File: config.mk
export PLATFORM = sky130hd
export DESIGN_NAME = pci_sync_fifo_param_flat
export DESIGN_NICKNAME = d
export VERILOG_FILES = /design/src/rtl/pci_sync_fifo_param_if.sv /design/src/rtl/pci_sync_fifo_param.sv /design/src/flat_wrapper.sv
export SDC_FILE = /design/constraint.sdc
export NUM_CORES = 1
export LEC_CHECK = 0
export CAP_MARGIN = 0
export CORE_MARGIN = 2
export CORE_UTILIZATION = 42
export DETAILED_ROUTE_END_ITERATION = 12
export HOLD_SLACK_MARGIN = 0.1
export SLEW_MARGIN = 10
export SYNTH_ARGS = -nofsm -noshare
export SYNTH_HDL_FRONTEND = slang
export SYNTH_SLANG_ARGS = --single-unit
File: constraint.sdc
create_clock -name pci_clk -period 2.83 [get_ports pci_clk]
set_input_delay 0.283 -clock pci_clk [delete_from_list [all_inputs] [get_ports pci_clk]]
set_output_delay 0.283 -clock pci_clk [all_outputs]
set_load 0.01 [all_outputs]
File: src/rtl/pci_sync_fifo_param_if.sv
// Handshake and status bundle for the pci_clk-domain FIFO.
// master = the client driving requests, slave = the FIFO itself.
interface pci_sync_fifo_param_if #(
  parameter int DATA_WIDTH = 32,
  parameter int ADDR_BITS  = 4
);
  // Requests are single-cycle strobes sampled on the rising pci_clk edge;
  // acceptance is decided by the FIFO from full/empty/flush in that same
  // cycle. read_data_valid pulses for exactly one cycle, the cycle after
  // an accepted read.
  logic                  flush;
  logic                  write_capture_data;
  logic [DATA_WIDTH-1:0] write_data;
  logic                  read_enable;
  logic                  clear_err;
  logic [DATA_WIDTH-1:0] read_data;
  logic                  read_data_valid;
  logic                  full;
  logic                  empty;
  logic                  almost_full;
  logic                  almost_empty;
  logic [ADDR_BITS:0]    count;
  logic                  overflow_err;
  logic                  underflow_err;

  modport master (
    output flush, write_capture_data, write_data, read_enable, clear_err,
    input  read_data, read_data_valid, full, empty, almost_full,
           almost_empty, count, overflow_err, underflow_err
  );

  modport slave (
    input  flush, write_capture_data, write_data, read_enable, clear_err,
    output read_data, read_data_valid, full, empty, almost_full,
           almost_empty, count, overflow_err, underflow_err
  );
endinterface

File: src/rtl/pci_sync_fifo_param.sv
// Single-clock parametrised FIFO with explicit occupancy count, watermarks,
// sticky overflow/underflow flags, synchronous flush and registered read data.
module pci_sync_fifo_param #(
  parameter int DATA_WIDTH         = 32,
  parameter int ADDR_BITS          = 4,
  parameter int ALMOST_FULL_LEVEL  = 12,
  parameter int ALMOST_EMPTY_LEVEL = 2
) (
  input  logic                   pci_clk,
  input  logic                   async_reset,
  pci_sync_fifo_param_if.slave   bus
);
  localparam int DEPTH = 2 ** ADDR_BITS;
  localparam int CNT_W = ADDR_BITS + 1;
  localparam logic [ADDR_BITS-1:0] PTR_ONE = 1;
  localparam logic [CNT_W-1:0]     CNT_ONE = 1;
  localparam logic [CNT_W-1:0]     CNT_FULL = CNT_W'(DEPTH);
  localparam logic [CNT_W-1:0]     CNT_AF   = CNT_W'(ALMOST_FULL_LEVEL);
  localparam logic [CNT_W-1:0]     CNT_AE   = CNT_W'(ALMOST_EMPTY_LEVEL);

  logic [DATA_WIDTH-1:0] mem [DEPTH];

  logic [ADDR_BITS-1:0]  wptr_q, wptr_d;
  logic [ADDR_BITS-1:0]  rptr_q, rptr_d;
  logic [CNT_W-1:0]      count_q, count_d;
  logic [DATA_WIDTH-1:0] rdata_q, rdata_d;
  logic                  rvalid_q, rvalid_d;
  logic                  ovf_q, ovf_d;
  logic                  unf_q, unf_d;

  logic full, empty, wr_ok, rd_ok, ovf_set, unf_set;

  // Flags decode straight from the count so they can never disagree with it.
  assign full  = (count_q == CNT_FULL);
  assign empty = (count_q == '0);

  // A full FIFO still takes a write when a read frees a slot on the same edge.
  assign rd_ok   = bus.read_enable & ~bus.flush & ~empty;
  assign wr_ok   = bus.write_capture_data & ~bus.flush & (~full | rd_ok);
  assign ovf_set = bus.write_capture_data & full & ~rd_ok & ~bus.flush;
  assign unf_set = bus.read_enable & empty & ~bus.flush;

  always_comb begin
    wptr_d   = wptr_q;
    rptr_d   = rptr_q;
    count_d  = count_q;
    rdata_d  = rdata_q;
    rvalid_d = 1'b0;
    ovf_d    = ovf_set | (ovf_q & ~bus.clear_err);
    unf_d    = unf_set | (unf_q & ~bus.clear_err);

    if (bus.flush) begin
      wptr_d  = '0;
      rptr_d  = '0;
      count_d = '0;
    end else begin
      if (wr_ok) wptr_d = wptr_q + PTR_ONE;
      if (rd_ok) begin
        rptr_d   = rptr_q + PTR_ONE;
        rdata_d  = mem[rptr_q];
        rvalid_d = 1'b1;
      end
      case ({wr_ok, rd_ok})
        2'b10:   count_d = count_q + CNT_ONE;
        2'b01:   count_d = count_q - CNT_ONE;
        default: count_d = count_q;
      endcase
    end
  end

  always_ff @(posedge pci_clk or posedge async_reset) begin
    if (async_reset) begin
      wptr_q   <= '0;
      rptr_q   <= '0;
      count_q  <= '0;
      rdata_q  <= '0;
      rvalid_q <= 1'b0;
      ovf_q    <= 1'b0;
      unf_q    <= 1'b0;
    end else begin
      wptr_q   <= wptr_d;
      rptr_q   <= rptr_d;
      count_q  <= count_d;
      rdata_q  <= rdata_d;
      rvalid_q <= rvalid_d;
      ovf_q    <= ovf_d;
      unf_q    <= unf_d;
    end
  end

  // Storage carries no reset so it maps onto plain RAM.
  always_ff @(posedge pci_clk) begin
    if (wr_ok) mem[wptr_q] <= bus.write_data;
  end

  assign bus.read_data       = rdata_q;
  assign bus.read_data_valid = rvalid_q;
  assign bus.full            = full;
  assign bus.empty           = empty;
  assign bus.almost_full     = (count_q >= CNT_AF);
  assign bus.almost_empty    = (count_q <= CNT_AE);
  assign bus.count           = count_q;
  assign bus.overflow_err    = ovf_q;
  assign bus.underflow_err   = unf_q;
endmodule

File: src/flat_wrapper.sv
// flat-port wrapper written by rule: the top's interface ports become plain ports
module pci_sync_fifo_param_flat 
#(
  parameter int DATA_WIDTH         = 32,
  parameter int ADDR_BITS          = 4,
  parameter int ALMOST_FULL_LEVEL  = 12,
  parameter int ALMOST_EMPTY_LEVEL = 2
)
  (pci_clk, async_reset, bus_flush, bus_write_capture_data, bus_write_data, bus_read_enable, bus_clear_err, bus_read_data, bus_read_data_valid, bus_full, bus_empty, bus_almost_full, bus_almost_empty, bus_count, bus_overflow_err, bus_underflow_err);
  pci_sync_fifo_param_if #(.DATA_WIDTH(DATA_WIDTH), .ADDR_BITS(ADDR_BITS)) bus_i ();
  input  logic pci_clk;
  input  logic async_reset;
  input wire logic [$bits(bus_i.flush)-1:0] bus_flush;
  input wire logic [$bits(bus_i.write_capture_data)-1:0] bus_write_capture_data;
  input wire logic [$bits(bus_i.write_data)-1:0] bus_write_data;
  input wire logic [$bits(bus_i.read_enable)-1:0] bus_read_enable;
  input wire logic [$bits(bus_i.clear_err)-1:0] bus_clear_err;
  output wire logic [$bits(bus_i.read_data)-1:0] bus_read_data;
  output wire logic [$bits(bus_i.read_data_valid)-1:0] bus_read_data_valid;
  output wire logic [$bits(bus_i.full)-1:0] bus_full;
  output wire logic [$bits(bus_i.empty)-1:0] bus_empty;
  output wire logic [$bits(bus_i.almost_full)-1:0] bus_almost_full;
  output wire logic [$bits(bus_i.almost_empty)-1:0] bus_almost_empty;
  output wire logic [$bits(bus_i.count)-1:0] bus_count;
  output wire logic [$bits(bus_i.overflow_err)-1:0] bus_overflow_err;
  output wire logic [$bits(bus_i.underflow_err)-1:0] bus_underflow_err;
  assign bus_i.flush = bus_flush;
  assign bus_i.write_capture_data = bus_write_capture_data;
  assign bus_i.write_data = bus_write_data;
  assign bus_i.read_enable = bus_read_enable;
  assign bus_i.clear_err = bus_clear_err;
  assign bus_read_data = bus_i.read_data;
  assign bus_read_data_valid = bus_i.read_data_valid;
  assign bus_full = bus_i.full;
  assign bus_empty = bus_i.empty;
  assign bus_almost_full = bus_i.almost_full;
  assign bus_almost_empty = bus_i.almost_empty;
  assign bus_count = bus_i.count;
  assign bus_overflow_err = bus_i.overflow_err;
  assign bus_underflow_err = bus_i.underflow_err;
  pci_sync_fifo_param #(.DATA_WIDTH(DATA_WIDTH), .ADDR_BITS(ADDR_BITS), .ALMOST_FULL_LEVEL(ALMOST_FULL_LEVEL), .ALMOST_EMPTY_LEVEL(ALMOST_EMPTY_LEVEL)) u_core (.pci_clk(pci_clk), .async_reset(async_reset), .bus(bus_i));
endmodule
==> impl_metrics.ini <==
[logic_synthesis]
synth_common_cells = edfxtp_1, mux4_2, mux2i_1, dfrtp_1, nand2_1
synth_area_leaders = edfxtp_1, mux4_2, dfrtp_1
synth_area_per_cell_um2 = 21.8
ys_ff_latch = 560
synth_area_um2 = 21600
syn_nets = 1036
ys_warn_count = 0
synth_top_cell_area_share = 0.713
synth_most_common_cell = edfxtp_1
synthFlopType = edfxtp_1
synth_area_leader_cell = edfxtp_1
synth_seq_area_share = 0.768
async_flop_share = 0.0857
synth-edff-count = 512
synth_cells = 989
synthDistinctLibCells = 52

[sta]
slew_headroom = 0.497
finalHoldViolCount = 0
slew_viol_final = 0
worst_pin_slew_ps = 752
finClkSkew_ps = 15.7
min_period_ps = 2660
rsz0062_at_grt = no
fin_crit_sh = 0.942
setup_viol = 0
tns_ps = 0
fmax_ghz = 0.375

[clock_tree]
cts_tree = built
clk_path_buf_depth = 3
postCtsSetupBuffers = 0
root_buffer = clkbuf_16
cts-htree-levels = 2
clkSinkCount = 560
path_clk_slew_ps = 60
clkLatencyLatePin_ps = 590
cts_made_buffers = 54

[grt]
antenna_found_initial = 1
grt_pass1_vias = 10600
grt_pass1_wl_mm = 70.0
grt_overflow_total = 0
grt_max_degree = 58
track_usage = 0.180

[cells_and_area]
drive_above_1_share = 0.251
fin_area_um2 = 25500
final_net_count = 1187
instances_no_fill = 1860
antenna_cells = 0
syn_to_final_growth_pct = 18.3
final_core_util = 0.499
fill_cells = 4085

[place]
io_buffers = 81
dp_hpwl_mm = 29.1
place.gp.congestion = 0.790
placed_cells = 1763
place_area_um2 = 23800

[floorplanning]
num_rows = 83
die_w_um = 231
core_um2 = 51100
dieArea_um2 = 53200
num_io_pins = 82
start_util = 0.422
fp.dieH_um = 231

[detailed_routing]
wirelength_mm = 47.0
via_count = 10300
wl_per_cell_um = 25.3
drt-pass1-iter-count = 5
dr.first_iter.drc_count = 770
ant_nets = 0
drc = 0
viasPerCell = 5.53

[critical_path]
end_kind = output pin
reg2reg_slack_ps = 290
cpMaxStageDelayCell = or4_4
path_cells = buf_4 -> or4_4 -> nor2_1 -> clkdlybuf4s50_1
crit_required_ps = 2550
critPathMaxFanout = 9
slowest_delay_ps = 580
crit_type = flip-flop to output pin
worstSetupStartpointType = flip-flop
cp.arrival_ps = 2380

[power_and_ir_drop]
total_power_mw = 18.4
ir_worst_vdd_v = 0.000409
power_leakage_nw = 8.03
pwr_density_cell_nw_per_um2 = 722

[run_status]
status = finished, final reports clean

[hold_path]
hp-class = primary input to flip-flop

[run]
maxCapViolCount = 0
-- layer usage --
metal | up-vias | track usage | wire, µm | part of all wire
met5 | - | 0 | 12 | 0.00026
met1 | 5505 | 0.266 | 21500 | 0.46
met3 | 61 | 0.0462 | 3190 | 0.068
li1 | 4420 | - | - | -
met4 | 2 | 0.0405 | 760 | 0.016
met2 | 292 | 0.272 | 21500 | 0.46
-- power by group --
part / total, mW / internal (mW) / switching [mW]
Combinational: 1.98 / 0.940 / 1.04
Sequential: 9.54 / 9.35 / 0.196
Clock: 6.90 / 3.98 / 2.92
-- path summary, 6_finish.rpt --
| check | from | cells after the start | to |
|---|---|---|---|
| min | bus_clear_err | 2 | u_core.bus.underflow_err$_DFF_PP0_ |
| min in group asynchronous | async_reset | 3 | u_core.bus.read_data[5]$_DFFE_PP0P_ |
| max in group asynchronous | async_reset | 4 | u_core.rptr_q[3]$_DFFE_PP0P_ |
| max reg2reg | u_core.bus.count[3]$_DFFE_PP0P_ | 10 | u_core.bus.count[3]$_DFFE_PP0P_ |
| max | u_core.bus.count[0]$_DFFE_PP0P_ | 4 | bus_full |
| min reg2reg | u_core.bus.read_data[1]$_DFFE_PP0P_ | 2 | u_core.bus.read_data[1]$_DFFE_PP0P_ |
-- logic make-up after synthesis --
kind of cell             synth area share
adder cells (fa/ha/maj)           0.00557
AO/OA/AOI/OAI                      0.0229
buffers and inverters              0.0143
flip-flops                          0.768
XOR/XNOR                          0.00244
AND/OR/NAND/NOR                    0.0221
multiplexers                        0.164
-- area by class of cell --
cell class / instances / area (µm²) / share of cell area
clock buffer: 77 / 1520 / 0.0595
clock inverter: 19 / 174 / 0.00682
inverter: 16 / 60.1 / 0.00235
multi-input combinational: 361 / 4730 / 0.185
sequential: 560 / 16600 / 0.650
tap: 680 / 851 / 0.0333
timing repair buffer: 147 / 1600 / 0.0626
-- placed cells by master (no fill, tap or decap), drive strengths merged, types with 2 or more instances in the layout --
master	count
clkinv	16
nor3b	2
o221ai	32
ha	8
o32ai	2
clkdlybuf4s50	81
o211ai	4
buf	65
xnor2	3
clkbuf	77
bufinv	3
o41ai	3
o21ai	6
inv	16
or3	2
a21oi	3
edfxtp	512
nand2b	5
mux4	128
nor3	4
nor2b	4
dfrtp	48
nand2	38
xor2	3
and3	2
nor2	16
nor4b	2
and2	12
a211oi	3
mux2i	65
-- worst max-delay path, delay by kind of cell, from the launching register on --
kind,cells,cell delay (ps)
DFF,1,370
and+or+nand+nor,2,710
buffers and inverters,2,710
-- per-stage QoR --
| step | setup WS (ps) | hold WS, ps |
|---|---|---|
| 2_1_floorplan | -52.1 | 375 |
| 3_3_place_gp | 273 | 478 |
| 3_5_place_dp | 235 | 483 |
| 4_1_cts | 130 | 385 |
| 5_1_grt | 44.9 | 406 |
| 6_report | 165 | 411 |
-- sequential cells by signal, indices dropped and copies added, names as in the netlist --
name                        count
u_core.bus.read_data_valid      1
u_core.bus.overflow_err         1
u_core.bus.read_data           32
u_core.bus.count                5
u_core.rptr_q                   4
u_core.bus.underflow_err        1
u_core.mem                    512
u_core.wptr_q                   4
-- repair_timing --
| item | 4_1_cts | 5_1_grt |
|---|---|---|
| endpoints found under the setup margin | 0 | 1 |
| resized for setup | 0 | 1 |
| hold endpoints to repair | 13 | 0 |
| hold buffers | 1 | 0 |
(Power assumes the default switching activity.)
